`src/rtl/alu_issue_if.sv`:
```
// rtl/alu_issue_if.sv - decoded-instruction handshake between decode, issue and ALU stages
interface alu_issue_if;
  logic        in_valid;
  logic        in_ready;
  logic [31:0] instr;
  logic [31:0] pc;
  logic [31:0] rs1_data;
  logic [31:0] rs2_data;

  logic        out_valid;
  logic        out_ready;
  logic [3:0]  alu_ctl;
  logic [31:0] alu_src1;
  logic [31:0] alu_src2;
  logic [4:0]  out_rd;
  logic        out_wr_en;
  logic [31:0] out_pc;
  logic [2:0]  out_funct3;
  logic        out_illegal;

  modport master (
    output in_valid, instr, pc, rs1_data, rs2_data, out_ready,
    input  in_ready, out_valid, alu_ctl, alu_src1, alu_src2,
           out_rd, out_wr_en, out_pc, out_funct3, out_illegal
  );

  modport slave (
    input  in_valid, instr, pc, rs1_data, rs2_data, out_ready,
    output in_ready, out_valid, alu_ctl, alu_src1, alu_src2,
           out_rd, out_wr_en, out_pc, out_funct3, out_illegal
  );
endinterface

```
`src/rtl/alu_issue.sv`:
```
// rtl/alu_issue.sv - RV32I ALU issue stage: decode, operand forwarding, one-entry skid register
module alu_issue (
  input  logic        clk,
  input  logic        rst_n,
  alu_issue_if.slave  bus,
  input  logic        fwd_ex_en,
  input  logic [4:0]  fwd_ex_rd,
  input  logic [31:0] fwd_ex_data,
  input  logic        fwd_wb_en,
  input  logic [4:0]  fwd_wb_rd,
  input  logic [31:0] fwd_wb_data,
  input  logic        flush
);

  localparam logic [6:0] OPC_OP     = 7'b0110011;
  localparam logic [6:0] OPC_OPIMM  = 7'b0010011;
  localparam logic [6:0] OPC_LUI    = 7'b0110111;
  localparam logic [6:0] OPC_AUIPC  = 7'b0010111;
  localparam logic [6:0] OPC_LOAD   = 7'b0000011;
  localparam logic [6:0] OPC_STORE  = 7'b0100011;
  localparam logic [6:0] OPC_BRANCH = 7'b1100011;
  localparam logic [6:0] OPC_JAL    = 7'b1101111;
  localparam logic [6:0] OPC_JALR   = 7'b1100111;

  localparam logic [3:0] CTL_ADD  = 4'h0;
  localparam logic [3:0] CTL_SUB  = 4'h1;
  localparam logic [3:0] CTL_SLL  = 4'h2;
  localparam logic [3:0] CTL_SLT  = 4'h3;
  localparam logic [3:0] CTL_SLTU = 4'h4;
  localparam logic [3:0] CTL_XOR  = 4'h5;
  localparam logic [3:0] CTL_SRL  = 4'h6;
  localparam logic [3:0] CTL_SRA  = 4'h7;
  localparam logic [3:0] CTL_OR   = 4'h8;
  localparam logic [3:0] CTL_AND  = 4'h9;
  localparam logic [3:0] CTL_BAD  = 4'hF;

  logic [6:0]  opcode;
  logic [2:0]  funct3;
  logic [6:0]  funct7;
  logic [4:0]  rd;
  logic [4:0]  rs1_idx;
  logic [4:0]  rs2_idx;
  logic [31:0] imm_i;
  logic [31:0] imm_s;
  logic [31:0] imm_u;
  logic [31:0] op1;
  logic [31:0] op2;

  logic [3:0]  d_ctl;
  logic [31:0] d_src1;
  logic [31:0] d_src2;
  logic        d_legal;
  logic        d_writes;
  logic        d_wr_en;
  logic        capture;

  assign opcode  = bus.instr[6:0];
  assign rd      = bus.instr[11:7];
  assign funct3  = bus.instr[14:12];
  assign rs1_idx = bus.instr[19:15];
  assign rs2_idx = bus.instr[24:20];
  assign funct7  = bus.instr[31:25];
  assign imm_i   = {{20{bus.instr[31]}}, bus.instr[31:20]};
  assign imm_s   = {{20{bus.instr[31]}}, bus.instr[31:25], bus.instr[11:7]};
  assign imm_u   = {bus.instr[31:12], 12'b0};

  // x0 always reads zero; the younger (EX/MEM) producer wins over MEM/WB
  function automatic logic [31:0] resolve(
    input logic [4:0]  idx,
    input logic [31:0] rf_data,
    input logic        ex_en,
    input logic [4:0]  ex_rd,
    input logic [31:0] ex_data,
    input logic        wb_en,
    input logic [4:0]  wb_rd,
    input logic [31:0] wb_data
  );
    if (idx == 5'd0)
      return 32'd0;
    else if (ex_en && ex_rd == idx)
      return ex_data;
    else if (wb_en && wb_rd == idx)
      return wb_data;
    else
      return rf_data;
  endfunction

  function automatic logic [3:0] arith_ctl(input logic [2:0] f3, input logic alt);
    case (f3)
      3'b000:  return alt ? CTL_SUB : CTL_ADD;
      3'b001:  return CTL_SLL;
      3'b010:  return CTL_SLT;
      3'b011:  return CTL_SLTU;
      3'b100:  return CTL_XOR;
      3'b101:  return alt ? CTL_SRA : CTL_SRL;
      3'b110:  return CTL_OR;
      default: return CTL_AND;
    endcase
  endfunction

  assign op1 = resolve(rs1_idx, bus.rs1_data, fwd_ex_en, fwd_ex_rd, fwd_ex_data,
                       fwd_wb_en, fwd_wb_rd, fwd_wb_data);
  assign op2 = resolve(rs2_idx, bus.rs2_data, fwd_ex_en, fwd_ex_rd, fwd_ex_data,
                       fwd_wb_en, fwd_wb_rd, fwd_wb_data);

  always_comb begin
    d_ctl    = CTL_ADD;
    d_src1   = op1;
    d_src2   = op2;
    d_legal  = 1'b0;
    d_writes = 1'b0;
    case (opcode)
      OPC_OP: begin
        d_legal  = (funct7 == 7'b0000000) ||
                   (funct7 == 7'b0100000 && (funct3 == 3'b000 || funct3 == 3'b101));
        d_writes = 1'b1;
        d_ctl    = arith_ctl(funct3, funct7[5]);
      end
      OPC_OPIMM: begin
        d_src2   = imm_i;
        d_writes = 1'b1;
        case (funct3)
          3'b001:  d_legal = (funct7 == 7'b0000000);
          3'b101:  d_legal = (funct7 == 7'b0000000) || (funct7 == 7'b0100000);
          default: d_legal = 1'b1;
        endcase
        // no subi: the immediate's bit 30 only selects sra for funct3 101
        d_ctl = arith_ctl(funct3, funct3 == 3'b101 && funct7[5]);
      end
      OPC_LUI: begin
        d_legal  = 1'b1;
        d_writes = 1'b1;
        d_src1   = 32'd0;
        d_src2   = imm_u;
      end
      OPC_AUIPC: begin
        d_legal  = 1'b1;
        d_writes = 1'b1;
        d_src1   = bus.pc;
        d_src2   = imm_u;
      end
      OPC_LOAD: begin
        d_legal  = 1'b1;
        d_writes = 1'b1;
        d_src2   = imm_i;
      end
      OPC_STORE: begin
        d_legal  = 1'b1;
        d_src2   = imm_s;
      end
      OPC_BRANCH: begin
        d_legal = 1'b1;
        case (funct3)
          3'b000, 3'b001: d_ctl = CTL_SUB;
          3'b100, 3'b101: d_ctl = CTL_SLT;
          3'b110, 3'b111: d_ctl = CTL_SLTU;
          default:        d_legal = 1'b0;
        endcase
      end
      OPC_JAL: begin
        d_legal  = 1'b1;
        d_writes = 1'b1;
        d_src1   = bus.pc;
        d_src2   = 32'd4;
      end
      OPC_JALR: begin
        d_legal  = (funct3 == 3'b000);
        d_writes = 1'b1;
        d_src1   = bus.pc;
        d_src2   = 32'd4;
      end
      default: d_legal = 1'b0;
    endcase
    if (!d_legal) begin
      d_ctl  = CTL_BAD;
      d_src1 = 32'd0;
      d_src2 = 32'd0;
    end
  end

  assign d_wr_en      = d_legal && d_writes && (rd != 5'd0);
  assign bus.in_ready = (!bus.out_valid || bus.out_ready) && !flush;
  assign capture      = bus.in_valid && bus.in_ready;

  // flush is folded into in_ready, so capture can never coincide with it
  always_ff @(posedge clk or negedge rst_n) begin
    if (!rst_n) begin
      bus.out_valid   <= 1'b0;
      bus.alu_ctl     <= 4'h0;
      bus.alu_src1    <= 32'd0;
      bus.alu_src2    <= 32'd0;
      bus.out_rd      <= 5'd0;
      bus.out_wr_en   <= 1'b0;
      bus.out_pc      <= 32'd0;
      bus.out_funct3  <= 3'd0;
      bus.out_illegal <= 1'b0;
    end else if (flush) begin
      bus.out_valid <= 1'b0;
    end else if (capture) begin
      bus.out_valid   <= 1'b1;
      bus.alu_ctl     <= d_ctl;
      bus.alu_src1    <= d_src1;
      bus.alu_src2    <= d_src2;
      bus.out_rd      <= rd;
      bus.out_wr_en   <= d_wr_en;
      bus.out_pc      <= bus.pc;
      bus.out_funct3  <= funct3;
      bus.out_illegal <= !d_legal;
    end else if (bus.out_valid && bus.out_ready) begin
      bus.out_valid <= 1'b0;
    end
  end

endmodule

```
`src/flat_wrapper.sv`:
```
// flat-port wrapper written by rule: the top's interface ports become plain ports
module alu_issue_flat 
  (clk, rst_n, fwd_ex_en, fwd_ex_rd, fwd_ex_data, fwd_wb_en, fwd_wb_rd, fwd_wb_data, flush, bus_in_valid, bus_instr, bus_pc, bus_rs1_data, bus_rs2_data, bus_out_ready, bus_in_ready, bus_out_valid, bus_alu_ctl, bus_alu_src1, bus_alu_src2, bus_out_rd, bus_out_wr_en, bus_out_pc, bus_out_funct3, bus_out_illegal);
  alu_issue_if bus_i ();
  input  logic clk;
  input  logic rst_n;
  input  logic fwd_ex_en;
  input  logic [4:0] fwd_ex_rd;
  input  logic [31:0] fwd_ex_data;
  input  logic fwd_wb_en;
  input  logic [4:0] fwd_wb_rd;
  input  logic [31:0] fwd_wb_data;
  input  logic flush;
  input wire logic [$bits(bus_i.in_valid)-1:0] bus_in_valid;
  input wire logic [$bits(bus_i.instr)-1:0] bus_instr;
  input wire logic [$bits(bus_i.pc)-1:0] bus_pc;
  input wire logic [$bits(bus_i.rs1_data)-1:0] bus_rs1_data;
  input wire logic [$bits(bus_i.rs2_data)-1:0] bus_rs2_data;
  input wire logic [$bits(bus_i.out_ready)-1:0] bus_out_ready;
  output wire logic [$bits(bus_i.in_ready)-1:0] bus_in_ready;
  output wire logic [$bits(bus_i.out_valid)-1:0] bus_out_valid;
  output wire logic [$bits(bus_i.alu_ctl)-1:0] bus_alu_ctl;
  output wire logic [$bits(bus_i.alu_src1)-1:0] bus_alu_src1;
  output wire logic [$bits(bus_i.alu_src2)-1:0] bus_alu_src2;
  output wire logic [$bits(bus_i.out_rd)-1:0] bus_out_rd;
  output wire logic [$bits(bus_i.out_wr_en)-1:0] bus_out_wr_en;
  output wire logic [$bits(bus_i.out_pc)-1:0] bus_out_pc;
  output wire logic [$bits(bus_i.out_funct3)-1:0] bus_out_funct3;
  output wire logic [$bits(bus_i.out_illegal)-1:0] bus_out_illegal;
  assign bus_i.in_valid = bus_in_valid;
  assign bus_i.instr = bus_instr;
  assign bus_i.pc = bus_pc;
  assign bus_i.rs1_data = bus_rs1_data;
  assign bus_i.rs2_data = bus_rs2_data;
  assign bus_i.out_ready = bus_out_ready;
  assign bus_in_ready = bus_i.in_ready;
  assign bus_out_valid = bus_i.out_valid;
  assign bus_alu_ctl = bus_i.alu_ctl;
  assign bus_alu_src1 = bus_i.alu_src1;
  assign bus_alu_src2 = bus_i.alu_src2;
  assign bus_out_rd = bus_i.out_rd;
  assign bus_out_wr_en = bus_i.out_wr_en;
  assign bus_out_pc = bus_i.out_pc;
  assign bus_out_funct3 = bus_i.out_funct3;
  assign bus_out_illegal = bus_i.out_illegal;
  alu_issue u_core (.clk(clk), .rst_n(rst_n), .bus(bus_i), .fwd_ex_en(fwd_ex_en), .fwd_ex_rd(fwd_ex_rd), .fwd_ex_data(fwd_ex_data), .fwd_wb_en(fwd_wb_en), .fwd_wb_rd(fwd_wb_rd), .fwd_wb_data(fwd_wb_data), .flush(flush));
endmodule
```
`config.mk`:
```
export PLATFORM = sky130hd
export DESIGN_NAME = alu_issue_flat
export DESIGN_NICKNAME = d
export VERILOG_FILES = /design/src/rtl/alu_issue_if.sv /design/src/rtl/alu_issue.sv /design/src/flat_wrapper.sv
export SDC_FILE = /design/constraint.sdc
export NUM_CORES = 1
export LEC_CHECK = 0
export CAP_MARGIN = 10
export CORE_MARGIN = 8
export CORE_UTILIZATION = 25
export DETAILED_ROUTE_END_ITERATION = 12
export GPL_ROUTABILITY_DRIVEN = 1
export PLACE_DENSITY_LB_ADDON = 0.25
export SYNTH_ARGS = -nofsm -noshare
export SYNTH_HDL_FRONTEND = slang
export SYNTH_SLANG_ARGS = --single-unit
```
`constraint.sdc`:
```
create_clock -name clk -period 5.3 [get_ports clk]
set_input_delay 1.325 -clock clk [delete_from_list [all_inputs] [get_ports clk]]
set_output_delay 1.325 -clock clk [all_outputs]
set_load 0.005 [all_outputs]
```
==> flow_summary.rst, run 1 <==
.. list-table::
   :header-rows: 1

   * - Metric
     - Value
   * - TritonCTS clock tree
     - yes
   * - Cell Chain, Critical Path
     - clkdlybuf4s50_1 -> xnor2_1 -> nand4_1 -> nor2_4 -> buf_4 -> mux2_2 -> mux2i_1 -> o21ai_1
   * - Worst path top cell family by delay
     - buffers and inverters
   * - Endpoint arrival time on the critical path
     - 4.32 ns
   * - # hold bufs at CTS
     - 0
   * - Count of cell instances traversed by the critical path
     - 8
   * - Number of global-route vias before repair
     - 7192
   * - Overflow after GRT
     - 0
   * - Area of the core
     - 0.02688 mm2
   * - Cts bufs inserted
     - 9
   * - Data required time of the critical path
     - 5.53 ns
   * - Dominant cell by count in the synthesized netlist
     - nand2_1
   * - Total routing resource utilization after global routing
     - 19.22%
   * - Final clock period utilization by the worst path
     - 77.18%
   * - Count of endpoints failing hold in the final timing report
     - 0
   * - Count of different cell masters after synthesis
     - 54
   * - Leakage component of the power
     - 0.004431 uW
   * - Flip-flop and latch count after synthesis
     - 111
   * - Top post-synthesis cells by area
     - dfrtp_1 41%, nand2_1 9.6%, mux2i_1 8.8%
   * - Die height
     - 181.1 um
   * - Initial antenna violation count
     - 5
   * - Iteration-0 DRC count of the detailed router
     - 475
   * - Count of synthesis-stage warnings from yosys
     - 0
   * - Register area share after synthesis
     - 40.75%
   * - Clock input transition at the sequential cells of the worst setup and hold paths
     - 0.08 ns
   * - Dominant register cell in the synthesized netlist
     - dfrtp_1
   * - Max transition margin
     - 29.97%
   * - Synthesized-area fraction occupied by adder cells
     - 0%
   * - Power density cells
     - 209.8 mW/mm2
   * - Post-detail-place hpwl
     - 25190 um
   * - Average size of a mapped cell
     - 9.137 um2
   * - Critical Path Max Stage Delay
     - 0.58 ns
   * - Clock root cell
     - clkbuf_16
   * - Number of max-slew violations in the final report
     - 0
   * - Complex-gate fraction of the synthesized area
     - 18.83%
   * - Share of the synthesized netlist area taken by xor and xnor gates
     - 2.570%
   * - Main combinational cell family by area after synthesis
     - simple AND/OR/NAND/NOR gates
   * - Final min period
     - 4.090 ns
   * - Result of the run
     - finished clean
   * - Standard-cell row count
     - 60
   * - Worst hold stages
     - 2
   * - CP startpoint kind
     - input port
   * - Buffers and inverters on the worst path
     - 2
   * - H-tree depth reported by CTS
     - 3
   * - Clock sink count
     - 111
   * - Number of top-level design ports
     - 321
   * - Chip width
     - 181.1 um
   * - Share of async-settable or async-resettable flops after synthesis
     - 100.0%
   * - Worst Setup Path Type
     - input port to register
   * - Cell count of the worst reg-to-reg path
     - 7
   * - Mux cell area share after synthesis
     - 14.96%
   * - RSZ-0062 raised after global routing
     - false
   * - ANT nets after route
     - 0
   * - Detailed-route wire length
     - 32530 um
   * - Worst slew pin tran
     - 1.051 ns
   * - Count of cells resized by post-cts repair
     - 0
   * - Fraction of synthesized cell area taken by the top area cell type
     - 40.75%
   * - Kind of end point of the critical path
     - register
   * - Synthesis-to-finish area growth
     - 56.02%
   * - DR vias
     - 6969
   * - Number of setup violations in the final report
     - 0
   * - Final Wtd Congestion
     - 0.8707
   * - Maximum frequency from static timing analysis
     - 244.5 MHz
   * - Final-layout setup total negative slack
     - 0 ns
   * - Drt pass-1 iters
     - 5
   * - Crit path max-delay cell type
     - clkdlybuf4s50_1
   * - Most frequent cells after synthesis
     - 175 x nand2_1, 111 x dfrtp_1, 60 x mux2i_1
   * - Maximum Capacitance Violations
     - 0
   * - Global-route wire length before repair
     - 47750 um
   * - Mean number of vias per cell
     - 5.021
   * - Overall power after layout
     - 2231 uW
   * - Highest ir drop seen on vdd
     - 0.1447 mV
   * - Area fraction in and, or, nand and nor cells after synthesis
     - 18.98%
   * - Port-buffer cells
     - 320
   * - Starting density of the core
     - 25.36%
   * - Largest net degree at the start of global routing
     - 111
   * - Final layout net count
     - 1248
   * - Count of flip-flops with a built-in enable after synthesis
     - 0
   * - Wire length per cell after detailed routing
     - 23.44 um
   * - Remaining DRCs
     - 0
   * - Gate count of the mapped netlist
     - 746
   * - Mapped Nets
     - 955
   * - Dominant cell type by area after synthesis
     - dfrtp_1
   * - Share of final-layout standard cells stronger than drive strength 1
     - 7.759%
   * - Peak fanout along the critical path
     - 16
   * - Longest Clk Path Bufs
     - 2
   * - Class of the worst hold path
     - register to register
   * - Fin Clk Skew
     - 0.01548 ns
   * - Clock network latency to the later pin of the worst-skew pair
     - 0.37 ns
   * - Number of buffers added for setup after CTS
     - 0
   * - Area of the mapped netlist
     - 0.006817 mm2
   * - Floorplan die area
     - 0.03281 mm2
per-stage QoR:
stage	util (%)	setup slack (ns)	std cells	area [um2]	hold slack (ns)
after floorplan	-	2.274	746	6817	0.4697
after global routing	39.57	1.010	1388	10640	0.5058
after detailed placement	38.46	0.8103	1369	10340	0.4616
after CTS	39.54	1.205	1385	10630	0.4832
after global placement	38.46	0.8910	1369	10340	0.4579
final	39.57	1.210	1388	10640	0.4775
cell type report:
cell class                      instances  area [um2]
Clock buffer                           11       252.7
Tap cell                              341       426.7
Timing Repair Buffer                  334        3331
Clock inverter                          5       38.79
Fill cell                            2699       16240
Multi-Input combinational cell        581        3794
Antenna cell                            3       7.507
Inverter                                2       7.507
Sequential cell                       111        2778
path summary, 6_finish.rpt:
kind / start / endpoint / slack, ns
worst max-delay path: bus_instr[22] / u_core.bus.alu_src2[24] / 1.21
worst min-delay path: u_core.bus.out_pc[12] / u_core.bus.out_pc[12] / 0.48
worst max register to register: u_core.bus.out_valid / u_core.bus.alu_src1[26] / 3.10
worst min register to register: u_core.bus.out_pc[12] / u_core.bus.out_pc[12] / 0.48
max in group asynchronous: rst_n / u_core.bus.out_pc[17] / 3.04
min in group asynchronous: rst_n / u_core.bus.out_pc[14] / 1.13
layout by cell type, fill, tap and decap left out, types with 8 or more instances in the layout:
cell type and n:
clkdlybuf4s50_1 319, nand2_1 174, dfrtp_1 111, mux2i_1 60, o21ai_0 47, mux2_2 36
and2_1 29, nand3_1 26, a22oi_1 24, a221o_1 23, nor2_1 20, o21ai_1 17
a21oi_1 14, a21o_1 14, buf_4 13, xor2_1 12, o221ai_1 10, clkbuf_16 9
xnor2_1 8
worst min-delay path: stages, from the launching register on:
cell and delay, ns:
dfrtp_1 0.35, nand2_1 0.05, nand2_1 0.05
logic make-up (layout without fill, tap and decap cells):
group | count (synthesis) | after routing
buffers and inverters | 54 | 352
AOI/OAI and AO/OA | 178 | 178
other | 0 | 3
and+or+nand+nor | 286 | 286
muxes | 97 | 97
DFF | 111 | 111
xor gates and xnor gates | 20 | 20
report_power, final:
part	leakage, uW	switching [uW]	internal [uW]	total [uW]
sequential	0.00146	34.0	907	941
clock	0.000143	369	351	720
combinational	0.00283	244	327	570
registers in the layout, summed over array words and instances (netlist names):
signal                  count
u_core.bus.alu_src1        32
u_core.bus.alu_src2        32
u_core.bus.out_pc          32
u_core.bus.out_rd           5
u_core.bus.alu_ctl          4
u_core.bus.out_funct3       3
u_core.bus.out_illegal      1
u_core.bus.out_valid        1
u_core.bus.out_wr_en        1
per-layer routing:
layer / track usage (%) / up-vias / wire, um / share of wire (%)
li1: - / 3264 / - / -
met1: 24.31 / 3376 / 14100 / 43
met2: 31.78 / 287 / 15360 / 47
met3: 5.436 / 38 / 2425 / 7.5
met4: 4.821 / 4 / 621 / 1.9
met5: 0 / - / 22 / 0.068
(Power assumes the default switching activity.)
==> inputs of run 2 (changes only) <==
==> constraint.sdc (replaced) <==
create_clock -name clk -period 3.69 [get_ports clk]
set_input_delay 0.9225 -clock clk [delete_from_list [all_inputs] [get_ports clk]]
set_output_delay 0.9225 -clock clk [all_outputs]
set_load 0.005 [all_outputs]
==> flow_summary.rst, run 2 (synthesis gave the netlist of run 1 again) <==
.. list-table::
   :header-rows: 1

   * - Metric
     - Value
   * - Total placed instance area
     - 0.01056 mm2
   * - Total routing resource utilization after global routing
     - 19.94%
   * - Clock root cell
     - clkbuf_16
   * - Count of cells resized by post-cts repair
     - 0
   * - Leakage component of the power
     - 0.004547 uW
   * - Peak fanout along the critical path
     - 3
   * - Number of max-slew violations in the final report
     - 0
   * - Largest registers
     - u_core.bus.alu_src1 (32), u_core.bus.alu_src2 (32), u_core.bus.out_pc (32)
   * - Standard-cell row count
     - 60
   * - Clock input transition at the sequential cells of the worst setup and hold paths
     - 0.08 ns
   * - Floorplan die area
     - 0.03281 mm2
   * - H-tree depth reported by CTS
     - 3
   * - Synthesis-to-finish area growth
     - 59.16%
   * - Die height
     - 181.1 um
   * - Final-layout setup total negative slack
     - 0 ns
   * - Crit path max-delay cell type
     - clkdlybuf4s50_1
   * - Most common cell after layout, fill and taps aside
     - clkdlybuf4s50_1
   * - Worst hold stages
     - 2
   * - Count of endpoints failing hold in the final timing report
     - 0
   * - Clock sink count
     - 111
   * - Port-buffer cells
     - 320
   * - Initial antenna violation count
     - 3
   * - CP startpoint kind
     - input port
   * - Overflow after GRT
     - 0
   * - Drt pass-1 iters
     - 5
   * - Top library cells by usage in the layout, fill and taps aside
     - 319 x clkdlybuf4s50_1, 174 x nand2_1, 111 x dfrtp_1
   * - Cell Chain, Critical Path
     - clkdlybuf4s50_1 -> nor2b_1 -> nor2_1 -> clkdlybuf4s50_1
   * - DR vias
     - 7043
   * - Highest ir drop seen on vdd
     - 0.2223 mV
   * - Final Wtd Congestion
     - 0.8528
   * - Critical Path Max Stage Delay
     - 0.60 ns
   * - Longest Clk Path Bufs
     - 2
   * - Cts bufs inserted
     - 9
   * - Maximum Capacitance Violations
     - 0
   * - Area of the core
     - 0.02688 mm2
   * - Number of buffers added for setup after CTS
     - 0
   * - RSZ-0062 raised after global routing
     - false
   * - Chip width
     - 181.1 um
   * - Maximum frequency from static timing analysis
     - 310.9 MHz
   * - Detailed-route wire length
     - 33670 um
   * - Final min period
     - 3.216 ns
   * - Class of the worst hold path
     - register to register
   * - Clock network latency to the later pin of the worst-skew pair
     - 0.38 ns
   * - Global-route wire length before repair
     - 49930 um
   * - Max transition margin
     - 61.50%
   * - Cell area after layout
     - 0.01085 mm2
   * - Result of the run
     - finished clean
   * - Wire length per cell after detailed routing
     - 23.93 um
   * - Worst slew pin tran
     - 0.5775 ns
   * - CP most frequent cell
     - clkdlybuf4s50_1
   * - Mean number of vias per cell
     - 5.006
   * - Largest net degree at the start of global routing
     - 55
   * - Post-detail-place hpwl
     - 26280 um
   * - TritonCTS clock tree
     - yes
   * - # fillers
     - 2687
   * - Kind of end point of the critical path
     - output port
   * - Number of top-level design ports
     - 321
   * - Starting density of the core
     - 25.36%
   * - Final clock period utilization by the worst path
     - 87.17%
   * - Data required time of the critical path
     - 2.77 ns
   * - Number of global-route vias before repair
     - 7465
   * - Final layout net count
     - 1268
   * - Cell count of the worst reg-to-reg path
     - 7
   * - Share of final-layout standard cells stronger than drive strength 1
     - 9.398%
   * - # hold bufs at CTS
     - 0
   * - ANT nets after route
     - 0
   * - Power density cells
     - 295.9 mW/mm2
   * - Fin Clk Skew
     - 0.01313 ns
   * - Remaining DRCs
     - 0
   * - Number of setup violations in the final report
     - 0
   * - Iteration-0 DRC count of the detailed router
     - 427
   * - Worst Setup Path Type
     - input port to output port
   * - Endpoint arrival time on the critical path
     - 2.29 ns
run 2: worst paths after layout:
kind / start / to / slack, ns
max in group asynchronous: rst_n / u_core.bus.out_wr_en / 2.43
worst max register to register: u_core.bus.out_valid / u_core.bus.alu_src2[27] / 1.59
worst min-delay path: u_core.bus.out_funct3[1] / u_core.bus.out_funct3[1] / 0.48
min in group asynchronous: rst_n / u_core.bus.out_pc[12] / 0.51
worst max-delay path: bus_out_ready / bus_in_ready / 0.47
worst min register to register: u_core.bus.out_funct3[1] / u_core.bus.out_funct3[1] / 0.48
run 2: report_power, final:
group / internal, uW / total, uW / switching (uW)
sequential: 1300 / 1350 / 49.8
combinational: 481 / 837 / 356
clock: 487 / 1020 / 534
run 2: critical path: cells and delay by family:
family	cells	cell delay [ns]
buf+inv	2	1.06
simple gates	2	0.32
run 2: area by class of cell:
class | count | area (um2) | share of cell area [%]
Timing Repair Buffer | 354 | 3556 | 32.78
Clock buffer | 11 | 242.7 | 2.237
Sequential cell | 111 | 2778 | 25.60
Tap cell | 341 | 426.7 | 3.933
Antenna cell | 2 | 5.005 | 0.04613
Inverter | 2 | 7.507 | 0.06920
Clock inverter | 5 | 40.04 | 0.3690
Multi-Input combinational cell | 581 | 3794 | 34.97
run 2: metal layers:
layer  track usage [%]  wire (um)  vias to the layer above
li1                  -          -                     3311
met1             25.81      14900                     3408
met2             32.28      15690                      287
met3             5.176       2385                       35
met4             5.707        678                        2
met5                 0         13                        -
run 2: stage by stage:
step                      hold WS, ns  power [uW]  std cells  setup slack, ns  utilization [%]
after detailed placement       0.4618        2216       1389           0.2876            39.30
final                          0.4798        3210       1407           0.4735            40.37
after CTS                      0.4835        3256       1405           0.4269            40.35
after global placement         0.4564        2213       1389           0.3047            39.30
after floorplan                0.4697        1619        746            1.066                -
after global routing           0.4937        3349       1407           0.3758            40.37
==> inputs of run 3 (changes only) <==
--- a/config.mk
+++ b/config.mk
@@ -8,6 +8,7 @@
 export CAP_MARGIN = 10
 export CORE_MARGIN = 8
 export CORE_UTILIZATION = 25
+export CTS_BUF_LIST = sky130_fd_sc_hd__clkbuf_4
 export DETAILED_ROUTE_END_ITERATION = 12
 export GPL_ROUTABILITY_DRIVEN = 1
 export PLACE_DENSITY_LB_ADDON = 0.25
==> flow_summary.rst, run 3 (synthesis gave the netlist of run 1 again) <==
.. list-table::
   :header-rows: 1

   * - Metric
     - Value
   * - Count of endpoints failing hold in the final timing report
     - 0
   * - Cts bufs inserted
     - 9
   * - Largest net degree at the start of global routing
     - 55
   * - H-tree depth reported by CTS
     - 3
   * - Fin Clk Skew
     - 0.03329 ns
   * - DR vias
     - 7038
   * - Highest ir drop seen on vdd
     - 0.1258 mV
   * - RSZ-0062 raised after global routing
     - false
   * - Result of the run
     - finished clean
   * - Final-layout setup total negative slack
     - 0 ns
   * - Final min period
     - 3.215 ns
   * - Remaining DRCs
     - 0
   * - Worst Setup Path Type
     - input port to output port
   * - Overall power after layout
     - 2828 uW
   * - Largest registers
     - u_core.bus.alu_src1 (32), u_core.bus.alu_src2 (32), u_core.bus.out_pc (32)
   * - Global-route wire length before repair
     - 49890 um
   * - ANT nets after route
     - 0
   * - Data required time of the critical path
     - 2.77 ns
   * - Clock root cell
     - clkbuf_4
   * - Chip width
     - 181.1 um
   * - Number of top-level design ports
     - 321
   * - Number of global-route vias before repair
     - 7456
   * - Clock input transition at the sequential cells of the worst setup and hold paths
     - 0.22 ns
   * - Maximum frequency from static timing analysis
     - 311.0 MHz
   * - Floorplan die area
     - 0.03281 mm2
   * - Final Wtd Congestion
     - 0.8528
   * - Number of buffers added for setup after CTS
     - 0
   * - CP startpoint kind
     - input port
   * - Power density cells
     - 264.7 mW/mm2
   * - Clock sink count
     - 111
   * - Cell Chain, Critical Path
     - clkdlybuf4s50_1 -> nor2b_1 -> nor2_1 -> clkdlybuf4s50_1
   * - Iteration-0 DRC count of the detailed router
     - 432
   * - Crit path max-delay cell type
     - clkdlybuf4s50_1
   * - Peak fanout along the critical path
     - 3
   * - Total routing resource utilization after global routing
     - 19.95%
   * - Drt pass-1 iters
     - 5
   * - Number of setup violations in the final report
     - 0
   * - Top library cells by usage in the layout, fill and taps aside
     - 319 x clkdlybuf4s50_1, 174 x nand2_1, 111 x dfrtp_1
   * - Standard-cell row count
     - 60
   * - Area of the core
     - 0.02688 mm2
   * - Mean number of vias per cell
     - 5.002
   * - Synthesis-to-finish area growth
     - 56.75%
   * - Buffers and inverters on the worst path
     - 2
   * - Final clock period utilization by the worst path
     - 87.13%
   * - Endpoint arrival time on the critical path
     - 2.29 ns
   * - Number of max-slew violations in the final report
     - 0
   * - Most common cell after layout, fill and taps aside
     - clkdlybuf4s50_1
   * - Longest Clk Path Bufs
     - 2
   * - Kind of end point of the critical path
     - output port
   * - Post-detail-place hpwl
     - 26280 um
   * - Clock network latency to the later pin of the worst-skew pair
     - 0.51 ns
   * - CP most frequent cell
     - clkdlybuf4s50_1
   * - Max transition margin
     - 61.60%
   * - # hold bufs at CTS
     - 0
   * - Final layout net count
     - 1268
   * - TritonCTS clock tree
     - yes
   * - Leakage component of the power
     - 0.004475 uW
   * - Wire length per cell after detailed routing
     - 23.93 um
   * - Share of final-layout standard cells stronger than drive strength 1
     - 9.398%
   * - Initial antenna violation count
     - 3
   * - Class of the worst hold path
     - input port to async pin
   * - Port-buffer cells
     - 320
   * - Die height
     - 181.1 um
   * - Maximum Capacitance Violations
     - 0
   * - Detailed-route wire length
     - 33680 um
   * - Worst slew pin tran
     - 0.5760 ns
   * - Overflow after GRT
     - 0
   * - Count of cells resized by post-cts repair
     - 0
   * - Starting density of the core
     - 25.36%
   * - Worst path top cell family by delay
     - buffers and inverters
   * - Critical Path Max Stage Delay
     - 0.60 ns
run 3: path summary, 6_finish.rpt:
| check | start | endpoint | slack (ns) | cells after the start |
|---|---|---|---|---|
| max reg2reg | u_core.bus.out_valid | u_core.bus.alu_src1[0] | 1.56 | 6 |
| min in group clk | u_core.bus.out_pc[7] | u_core.bus.out_pc[7] | 0.50 | 2 |
| min | rst_n | u_core.bus.out_pc[12] | 0.33 | 1 |
| min reg2reg | u_core.bus.out_pc[7] | u_core.bus.out_pc[7] | 0.50 | 2 |
| max | bus_out_ready | bus_in_ready | 0.48 | 4 |
| max in group asynchronous | rst_n | u_core.bus.out_wr_en | 2.59 | 2 |
run 3: area by class of cell:
| type | count | area, um2 |
|---|---|---|
| diodes | 2 | 5.005 |
| flip-flops and latches | 111 | 2778 |
| inverters | 2 | 7.507 |
| clock buffers | 10 | 75.07 |
| multi-input cells | 581 | 3794 |
| well taps | 341 | 426.7 |
| fillers | 2700 | 16190 |
| repair buffers | 354 | 3556 |
| clock inverters | 6 | 43.79 |
run 3: routing by layer:
| layer | vias up | global-route usage [%] | part of all wire, % |
|---|---|---|---|
| met5 | - | 0 | 0.039 |
| met4 | 2 | 4.952 | 1.8 |
| met3 | 34 | 5.597 | 7.2 |
| met2 | 277 | 32.34 | 46 |
| met1 | 3422 | 25.81 | 44 |
| li1 | 3303 | - | - |
run 3: metrics by stage:
stage / cells / utilization [%] / setup WS [ns] / hold slack (ns) / cell area [um2]
2_1_floorplan: 746 / - / 1.066 / 0.4697 / 6817
3_3_place_gp: 1389 / 39.30 / 0.3047 / 0.4564 / 10560
6_report: 1407 / 39.76 / 0.4751 / 0.3308 / 10690
3_5_place_dp: 1389 / 39.30 / 0.2876 / 0.4618 / 10560
5_1_grt: 1407 / 39.76 / 0.3758 / 0.3278 / 10690
4_1_cts: 1405 / 39.74 / 0.4269 / 0.3085 / 10680
run 3: power breakdown:
part / internal [uW] / switching, uW / total (uW) / leakage (uW)
sequential: 1300 / 50.0 / 1350 / 0.00146
clock: 151 / 485 / 636 / 0.0000688
combinational: 481 / 357 / 837 / 0.00295
total: 1940 / 892 / 2830 / 0.00448
run 3: worst register-to-register path, stage by stage, from the launching register on:
cell and delay (ns):
dfrtp_1 0.42, nor2b_1 0.14, nor2_1 0.26, nand2_4 0.22, a31oi_4 0.32, nand2_1 0.34, o221ai_1 0.32
